===== src/rtl/pokey_audio_gen_if.sv =====
// Register bus between a host CPU and pokey_audio_gen.
// The strobe is held until ack_o is seen; dat_o is valid while ack_o is high.
interface pokey_audio_gen_if #(
  parameter int unsigned AW = 4
) ();
  logic [AW-1:0] adr_i;
  logic [7:0]    dat_i;
  logic          we_i;
  logic          stb_i;
  logic          ack_o;
  logic [7:0]    dat_o;

  modport master (
    output adr_i, dat_i, we_i, stb_i,
    input  ack_o, dat_o
  );

  modport slave (
    input  adr_i, dat_i, we_i, stb_i,
    output ack_o, dat_o
  );
endinterface


===== src/rtl/pokey_audio_gen.sv =====
// pokey_audio_gen: NCH-channel POKEY-style sound generator.
// Each channel is an 8-bit divide-by-(AUDF+1) counter. Its flip-flop is toggled or
// loaded from shared poly4/poly5/poly17 noise. Channel pairs can be linked into
// cascaded dividers. The channel volumes are summed into a registered mix output.
// Define POKEY_GEN_FILTER_EN to build the optional per-channel high-pass filters.
module pokey_audio_gen #(
  parameter int unsigned NCH       = 4,
  parameter int unsigned PRE_DIV   = 28,
  parameter int unsigned PRE_MUL15 = 4,
  localparam int unsigned AW       = $clog2(2 * NCH + 5),
  localparam int unsigned OW       = 4 + $clog2(NCH)
) (
  input  logic             clk_i,
  input  logic             rst_ni,
  pokey_audio_gen_if.slave bus,
  output logic [OW-1:0]    audout,
  output logic [NCH-1:0]   chan_pulse
);

  localparam int unsigned NP = NCH / 2;
  localparam int unsigned PW = $clog2(PRE_DIV + 1);
  localparam int unsigned MW = $clog2(PRE_MUL15 + 1);

  localparam logic [31:0] AdrCtl    = 32'(2 * NCH);
  localparam logic [31:0] AdrLink   = 32'(2 * NCH + 1);
  localparam logic [31:0] AdrFilt   = 32'(2 * NCH + 2);
  localparam logic [31:0] AdrStimer = 32'(2 * NCH + 3);
  localparam logic [31:0] AdrRandom = 32'(2 * NCH + 4);

  logic [31:0]    adr_w;
  logic           acc, wr, stimer_wr;
  logic           ack_q;
  logic [7:0]     dat_q, rdat;

  logic [7:0]     audf_q [NCH];
  logic [7:0]     audf_d [NCH];
  logic [7:0]     audc_q [NCH];
  logic [7:0]     audc_d [NCH];
  logic [2:0]     ctl_q, ctl_d;
  logic [NP-1:0]  link_q, link_d;

  logic [PW-1:0]  pre_q, pre_d;
  logic [MW-1:0]  m15_q, m15_d;
  logic           base_tick, tick;

  logic [7:0]     cnt_q [NCH];
  logic [7:0]     cnt_d [NCH];
  logic [NCH-1:0] ff_q, ff_d, ff_out, tick_ch, pulse;

  logic [3:0]     poly4_q, poly4_d;
  logic [4:0]     poly5_q, poly5_d;
  logic [16:0]    poly17_q, poly17_d;
  logic           fb17;
  logic [7:0]     rnd;

  logic [OW-1:0]  audout_q, audout_d;

`ifdef POKEY_GEN_FILTER_EN
  logic [NP-1:0]  filt_q, filt_d, hp_q, hp_d;
`endif

  assign adr_w     = 32'(bus.adr_i);
  // Only a fresh strobe is accepted; the ack cycle blocks a held strobe.
  assign acc       = bus.stb_i && !ack_q;
  assign wr        = acc && bus.we_i;
  assign stimer_wr = wr && (adr_w == AdrStimer);

  // Read mux, sampled into dat_q at acceptance.
  always_comb begin
    rdat = 8'hFF;
    for (int i = 0; i < NCH; i++) begin
      if (adr_w == 32'(2 * i))     rdat = audf_q[i];
      if (adr_w == 32'(2 * i + 1)) rdat = audc_q[i];
    end
    if (adr_w == AdrCtl)    rdat = {5'b0, ctl_q};
    if (adr_w == AdrLink)   rdat = 8'(link_q);
`ifdef POKEY_GEN_FILTER_EN
    if (adr_w == AdrFilt)   rdat = 8'(filt_q);
`else
    if (adr_w == AdrFilt)   rdat = 8'h00;
`endif
    if (adr_w == AdrStimer) rdat = 8'h00;
    if (adr_w == AdrRandom) rdat = rnd;
  end

  // Register-file writes.
  always_comb begin
    audf_d = audf_q;
    audc_d = audc_q;
    ctl_d  = ctl_q;
    link_d = link_q;
`ifdef POKEY_GEN_FILTER_EN
    filt_d = filt_q;
`endif
    if (wr) begin
      for (int i = 0; i < NCH; i++) begin
        if (adr_w == 32'(2 * i))     audf_d[i] = bus.dat_i;
        if (adr_w == 32'(2 * i + 1)) audc_d[i] = bus.dat_i;
      end
      if (adr_w == AdrCtl)  ctl_d  = bus.dat_i[2:0];
      if (adr_w == AdrLink) link_d = bus.dat_i[NP-1:0];
`ifdef POKEY_GEN_FILTER_EN
      if (adr_w == AdrFilt) filt_d = bus.dat_i[NP-1:0];
`endif
    end
  end

  // Prescaler: base tick every PRE_DIV clocks, 15 kHz tick every PRE_MUL15 base ticks.
  always_comb begin
    base_tick = (pre_q == PW'(PRE_DIV - 1));
    tick      = ctl_q[0] ? (base_tick && (m15_q == MW'(PRE_MUL15 - 1))) : base_tick;
    pre_d     = base_tick ? '0 : pre_q + PW'(1);
    m15_d     = m15_q;
    if (base_tick) m15_d = (m15_q == MW'(PRE_MUL15 - 1)) ? '0 : m15_q + MW'(1);
    if (stimer_wr) begin
      pre_d = '0;
      m15_d = '0;
    end
  end

  // Channel clocking: even channels first so linked odd channels can see their pulse.
  always_comb begin
    tick_ch = '0;
    pulse   = '0;
    for (int k = 0; k < NP; k++) begin
      tick_ch[2*k] = ctl_q[2] | tick;
      pulse[2*k]   = tick_ch[2*k] && (cnt_q[2*k] == 8'd0) && !stimer_wr;
    end
    for (int k = 0; k < NP; k++) begin
      tick_ch[2*k+1] = link_q[k] ? pulse[2*k] : tick;
      pulse[2*k+1]   = tick_ch[2*k+1] && (cnt_q[2*k+1] == 8'd0) && !stimer_wr;
    end
  end

  // Counter reload/decrement and flip-flop update per channel.
  always_comb begin
    cnt_d = cnt_q;
    ff_d  = ff_q;
    for (int i = 0; i < NCH; i++) begin
      if (stimer_wr) begin
        cnt_d[i] = audf_q[i];
        ff_d[i]  = 1'b0;
      end else if (tick_ch[i]) begin
        cnt_d[i] = (cnt_q[i] == 8'd0) ? audf_q[i] : cnt_q[i] - 8'd1;
      end
      if (pulse[i] && (audc_q[i][7] | poly5_q[0])) begin
        if (audc_q[i][5])      ff_d[i] = ~ff_q[i];
        else if (audc_q[i][6]) ff_d[i] = poly4_q[0];
        else                   ff_d[i] = poly17_q[0];
      end
    end
  end

  // Noise LFSRs (XNOR, so the all-zero reset state is legal); poly9 reuses the low bits.
  always_comb begin
    poly4_d  = {poly4_q[2:0], ~(poly4_q[3] ^ poly4_q[2])};
    poly5_d  = {poly5_q[3:0], ~(poly5_q[4] ^ poly5_q[2])};
    fb17     = ctl_q[1] ? ~(poly17_q[8] ^ poly17_q[4]) : ~(poly17_q[16] ^ poly17_q[11]);
    poly17_d = {poly17_q[15:0], fb17};
    rnd      = ctl_q[1] ? poly17_q[8:1] : poly17_q[16:9];
  end

`ifdef POKEY_GEN_FILTER_EN
  // High-pass: latch the channel's new ff on the partner pulse so equal rates cancel.
  always_comb begin
    hp_d = hp_q;
    for (int k = 0; k < NP; k++) begin
      if (stimer_wr || !filt_q[k]) hp_d[k] = 1'b0;
      else if (pulse[k+NP])        hp_d[k] = ff_d[k];
    end
  end
`endif

  // Effective per-channel ff after optional filtering.
  always_comb begin
    ff_out = ff_q;
`ifdef POKEY_GEN_FILTER_EN
    for (int k = 0; k < NP; k++) ff_out[k] = ff_q[k] ^ hp_q[k];
`endif
  end

  // Mix: OW is wide enough that the sum of NCH 4-bit volumes cannot wrap.
  always_comb begin
    audout_d = '0;
    for (int i = 0; i < NCH; i++) begin
      if (ff_out[i] | audc_q[i][4]) audout_d = audout_d + OW'(audc_q[i][3:0]);
    end
  end

  // Bus handshake and register state.
  always_ff @(posedge clk_i or negedge rst_ni) begin
    if (!rst_ni) begin
      ack_q  <= 1'b0;
      dat_q  <= 8'h00;
      audf_q <= '{default: '0};
      audc_q <= '{default: '0};
      ctl_q  <= '0;
      link_q <= '0;
    end else begin
      ack_q  <= acc;
      if (acc) dat_q <= rdat;
      audf_q <= audf_d;
      audc_q <= audc_d;
      ctl_q  <= ctl_d;
      link_q <= link_d;
    end
  end

  // Audio datapath state: prescaler, counters, ffs, LFSRs, mix.
  always_ff @(posedge clk_i or negedge rst_ni) begin
    if (!rst_ni) begin
      pre_q    <= '0;
      m15_q    <= '0;
      cnt_q    <= '{default: '0};
      ff_q     <= '0;
      poly4_q  <= '0;
      poly5_q  <= '0;
      poly17_q <= '0;
      audout_q <= '0;
    end else begin
      pre_q    <= pre_d;
      m15_q    <= m15_d;
      cnt_q    <= cnt_d;
      ff_q     <= ff_d;
      poly4_q  <= poly4_d;
      poly5_q  <= poly5_d;
      poly17_q <= poly17_d;
      audout_q <= audout_d;
    end
  end

`ifdef POKEY_GEN_FILTER_EN
  // Filter enable and filter flops.
  always_ff @(posedge clk_i or negedge rst_ni) begin
    if (!rst_ni) begin
      filt_q <= '0;
      hp_q   <= '0;
    end else begin
      filt_q <= filt_d;
      hp_q   <= hp_d;
    end
  end
`endif

  assign bus.ack_o  = ack_q;
  assign bus.dat_o  = dat_q;
  assign audout     = audout_q;
  assign chan_pulse = pulse;

endmodule


===== src/flat_wrapper.sv =====
// flat-port wrapper written by rule: the top's interface ports become plain ports
module pokey_audio_gen_flat 
#(
  parameter int unsigned NCH       = 4,
  parameter int unsigned PRE_DIV   = 28,
  parameter int unsigned PRE_MUL15 = 4,
  localparam int unsigned AW       = $clog2(2 * NCH + 5),
  localparam int unsigned OW       = 4 + $clog2(NCH)
)
  (clk_i, rst_ni, audout, chan_pulse, bus_adr_i, bus_dat_i, bus_we_i, bus_stb_i, bus_ack_o, bus_dat_o);
  pokey_audio_gen_if #(.AW((4))) bus_i ();
  input  logic clk_i;
  input  logic rst_ni;
  output logic [OW-1:0] audout;
  output logic [NCH-1:0] chan_pulse;
  input wire logic [$bits(bus_i.adr_i)-1:0] bus_adr_i;
  input wire logic [$bits(bus_i.dat_i)-1:0] bus_dat_i;
  input wire logic [$bits(bus_i.we_i)-1:0] bus_we_i;
  input wire logic [$bits(bus_i.stb_i)-1:0] bus_stb_i;
  output wire logic [$bits(bus_i.ack_o)-1:0] bus_ack_o;
  output wire logic [$bits(bus_i.dat_o)-1:0] bus_dat_o;
  assign bus_i.adr_i = bus_adr_i;
  assign bus_i.dat_i = bus_dat_i;
  assign bus_i.we_i = bus_we_i;
  assign bus_i.stb_i = bus_stb_i;
  assign bus_ack_o = bus_i.ack_o;
  assign bus_dat_o = bus_i.dat_o;
  pokey_audio_gen #(.NCH(NCH), .PRE_DIV(PRE_DIV), .PRE_MUL15(PRE_MUL15)) u_core (.clk_i(clk_i), .rst_ni(rst_ni), .bus(bus_i), .audout(audout), .chan_pulse(chan_pulse));
endmodule

===== config.mk =====
export PLATFORM = sky130hd
export DESIGN_NAME = pokey_audio_gen_flat
export DESIGN_NICKNAME = d
export VERILOG_FILES = /design/src/rtl/pokey_audio_gen_if.sv /design/src/rtl/pokey_audio_gen.sv /design/src/flat_wrapper.sv
export SDC_FILE = /design/constraint.sdc
export NUM_CORES = 1
export LEC_CHECK = 0
export BUFFER_PORTS_ARGS = -buffer_cell sky130_fd_sc_hd__buf_4
export CORE_MARGIN = 5
export CORE_UTILIZATION = 60
export CTS_CLUSTER_DIAMETER = 200
export DETAILED_ROUTE_END_ITERATION = 7
export PLACE_DENSITY = 0.87
export SLEW_MARGIN = 40
export SYNTH_ARGS = -nofsm -noshare
export SYNTH_HDL_FRONTEND = slang
export SYNTH_SLANG_ARGS = --single-unit

===== constraint.sdc =====
create_clock -name clk_i -period 5.5 [get_ports clk_i]
set_clock_uncertainty 0.1 [all_clocks]
set_input_delay 0.275 -clock clk_i [delete_from_list [all_inputs] [get_ports clk_i]]
set_output_delay 0.275 -clock clk_i [all_outputs]
set_load 0.03 [all_outputs]

==> results by stage <==
Hold path:
- The path type of the worst min-delay path is input port to flip-flop.

Yosys:
- The proportion of synthesized flip-flops having asynchronous set or reset is 1.00.
- The cell taking the most area after synthesis is sky130_fd_sc_hd__dfrtp_1.
- The net count after synthesis is 788.
- The synthesized area per cell is 11.1 um2.
- Yosys printed 0 warnings.
- The gate count after technology mapping is 747.
- The most common cell in the synthesized netlist is sky130_fd_sc_hd__dfrtp_1.
- The number of enable flip-flop cells after synthesis is 0.
- Among all flip-flop cells after synthesis, the most frequent one is sky130_fd_sc_hd__dfrtp_1.
- Counting distinct cell types in the post-synthesis netlist gives 78.
- By count the netlist is led by 154 x sky130_fd_sc_hd__dfrtp_1, 76 x sky130_fd_sc_hd__mux2_2, 45 x sky130_fd_sc_hd__nand2_1.
- In the post-synthesis netlist, the biggest area contributors are sky130_fd_sc_hd__dfrtp_1 47%, sky130_fd_sc_hd__mux2_2 10%, sky130_fd_sc_hd__ha_1 3.3%, sky130_fd_sc_hd__mux4_2 3.3%, sky130_fd_sc_hd__mux2i_1 2.5%.
- The area share of the leading cell type in the synthesized netlist is 0.466.
- The sequential cell area fraction in the yosys report is 0.466.
- The count of state elements after synthesis is 154.
- The mapped cell area is 8270 um2.

Power:
- The power per unit of standard cell area is 460 nW/um2.
- The peak ir drop on the vdd network is 0.371 mV.
- In this run the static leakage power is 4.11 nW.

Clock network:
- The tree is rooted in a sky130_fd_sc_hd__clkbuf_16.
- The count of clock tree sinks is 154.
- Buffers inserted during clock tree synthesis total 17.
- Clock-pin slew was measured on the worst setup and hold paths at 0.07 ns.
- The clock latency on the worst-skew pair is 0.43 ns.
- The H-tree depth is 4.
- The CTS tree is built.
- The longest clock path from root to sink contains 2 buffers.

Timing:
- The worst pin sits at a relative slew slack of 0.519.
- The accumulated negative setup slack is 0 ns.
- Of the available clock period, the critical path in the final layout requires 0.713.
- The hold violation total from the final report is 0.
- Setup repair after global routing left no endpoint under its margin.
- The worst-margin pin slew is 0.721 ns.
- Setup violations remaining at the end of the flow were counted as 0.
- The fmax is 255 MHz.
- The final period demand of the worst path is 3.92 ns.
- The number of pins exceeding their max-slew limit in the final report was 0.

Place:
- The count of buffers added on input and output ports is 34.
- The routability congestion estimate from global placement is 0.880.
- The detailed placement HPWL is 14200 um.

Routing:
- After detailed routing, the total wire length is 20600 um.
- In this run the remaining antenna-violating nets after routing total 0.
- In the routed design, unresolved DRC markers number 0.
- The per-cell via count in the routed design is 6.64.
- The total via count in the routed design is 6401.
- The number of search-and-repair iterations in the first detailed-routing pass is 6.
- The starting DRC count in detailed routing is 905.
- The average wire per standard cell is 21.4 um.

Worst setup path:
- STA classifies the critical path startpoint as a flip-flop.
- Setup slack on the worst reg-to-reg path comes out at 1.58 ns.
- The category of the most critical setup path is flip-flop to flip-flop.
- At the worst endpoint, the required time is 5.71 ns.
- The worst setup path is captured at a flip-flop.
- Data arrives at the worst endpoint at 4.14 ns.
- The biggest fanout along the worst timing path is 6.

Global route:
- The total global routing overflow is 0.
- The first global-routing pass estimated 33600 um of wire.
- In the global route stage, met3 resource usage came out at 0.0581.
- The layer flagged by global routing as most heavily used is met2.
- The maximum number of pins on one net before global-route repair is 93.
- The total track usage is 0.264.
- The initial antenna violation count was 0.
- The via count of the first global-routing pass was 6327.
- For met2 alone, demand over resource in global routing was 0.425.
- The global routing met1 resource utilization is 0.359.

Outcome:
- The flow ran to the end, and the final reports show no timing, DRC or antenna violations.

Floorplan:
- The initial cell density of the core is 0.603.
- 35 I/O pins were placed.
- The overall die height is 127 um.
- The floorplan die area is 16200 um2.
- In this run the standard cell core region covers 13700 um2.
- The floorplan has 43 rows.
- From left edge to right edge, the die measures 127 um.

Final layout:
- From synthesis to final layout, the design area changed by 11.6%.
- The share of final-layout standard cells stronger than drive strength 1 is 0.237.
- The number of nets in the finished design is 812.
- At the end of the flow the core is filled with cells to 0.673.
- The multi-input combinational cells in the finished layout cover a total of 4130 um2.
- The filler cells instantiated in the layout total 984.
- The number of antenna repair diodes is 0.
- Summing all flip-flop and latch instances after layout gives 3850 um2.

Flow run:
- The number of maximum-capacitance violations is 0.
==> cell type report <==
type,instances,area share
clock buffers,18,0.0465
repair buffers,38,0.0323
clock inverters,14,0.0187
inverters,33,0.0134
flip-flops and latches,154,0.417
well taps,180,0.0244
multi-input cells,527,0.447
==> power by group <==
part           switching (mW)  internal (mW)
clock                   0.511          0.689
sequential              0.319           1.45
combinational           0.697          0.585
==> sequential cells by signal, indices dropped and copies added (netlist names) <==
register,cells
u_core.pre_q,5
u_core.link_q,2
u_core.bus.ack_o,1
u_core.bus.dat_o,8
u_core.poly5_q,5
u_core.audc_q,32
u_core.audout,6
u_core.m15_q,3
u_core.cnt_q,32
u_core.audf_q,32
u_core.poly17_q,17
u_core.poly4_q,4
u_core.ctl_q,3
u_core.ff_out,4
==> cells in the final DEF (no fill, tap or decap), types with 21 or more instances in the layout <==
cell and instances:
sky130_fd_sc_hd__a21oi_1 28, sky130_fd_sc_hd__mux2i_1 21, sky130_fd_sc_hd__nand2_1 45, sky130_fd_sc_hd__inv_1 33, sky130_fd_sc_hd__nor2_1 42, sky130_fd_sc_hd__dfrtp_1 154, sky130_fd_sc_hd__buf_4 35, sky130_fd_sc_hd__o21ai_0 39
sky130_fd_sc_hd__ha_1 22, sky130_fd_sc_hd__mux2_2 76
==> repair_timing <==
item                                    CTS  global route
setup buffers                             0             0
hold endpoints to repair                 91             0
gates resized for setup                   0             0
endpoints found under the setup margin    0             0
hold buffers                              1             0
==> per-stage QoR <==
step / worst slack, ns / hold WS [ns] / total power [mW] / std cells / instance area [um2]
floorplan: 1.94 / -0.121 / 2.65 / 747 / 8270
global placement: 1.78 / 0.234 / 2.94 / 931 / 8610
detailed placement: 1.62 / 0.239 / 3.04 / 931 / 8610
CTS: 1.61 / 0.0544 / 4.25 / 964 / 9230
global route: 1.45 / 0.0525 / 4.50 / 964 / 9230
finish: 1.58 / 0.0705 / 4.25 / 964 / 9230
==> metal layers <==
metal / wire [um] / up-vias
met5: 0 / -
met4: 507 / 0
met3: 1470 / 44
met2: 10100 / 286
met1: 8540 / 3236
li1: - / 2835
==> critical path, cell delays in order (launching register included) <==
cell and delay (ns):
sky130_fd_sc_hd__dfrtp_1 0.44, sky130_fd_sc_hd__o21a_1 0.18, sky130_fd_sc_hd__ha_1 0.17, sky130_fd_sc_hd__inv_1 0.06, sky130_fd_sc_hd__fa_1 0.50, sky130_fd_sc_hd__nand2_1 0.04
sky130_fd_sc_hd__o21ai_1 0.18, sky130_fd_sc_hd__inv_1 0.08, sky130_fd_sc_hd__ha_1 0.29, sky130_fd_sc_hd__a21o_1 0.19, sky130_fd_sc_hd__a21oi_1 0.20, sky130_fd_sc_hd__xnor2_1 0.10
sky130_fd_sc_hd__a22o_1 0.27, sky130_fd_sc_hd__ha_1 0.34, sky130_fd_sc_hd__o211ai_1 0.28, sky130_fd_sc_hd__mux2i_1 0.12, sky130_fd_sc_hd__a31o_2 0.25
==> worst paths after layout <==
kind	start	end	cells after the start
max	u_core.ff_out[0]	u_core.audout[5]	16
min	bus_dat_i[6]	u_core.audc_q[22]	2
max reg2reg	u_core.ff_out[0]	u_core.audout[5]	16
min reg2reg	u_core.poly5_q[1]	u_core.poly5_q[2]	0
max in group asynchronous	rst_ni	u_core.audc_q[20]	3
min in group asynchronous	rst_ni	u_core.m15_q[2]	2
==> logic make-up (layout without fill, tap and decap cells) <==
| kind of cell | after synthesis | in the layout | share of synthesized area |
|---|---|---|---|
| AOI/OAI and AO/OA | 181 | 181 | 0.154 |
| xor gates and xnor gates | 13 | 13 | 0.0138 |
| adders and majority gates | 26 | 26 | 0.0418 |
| buffers and inverters | 66 | 103 | 0.0359 |
| DFF | 154 | 154 | 0.466 |
| muxes | 109 | 109 | 0.162 |
| and+or+nand+nor | 198 | 198 | 0.127 |
No activity file was read; power rests on OpenSTA's default activity.
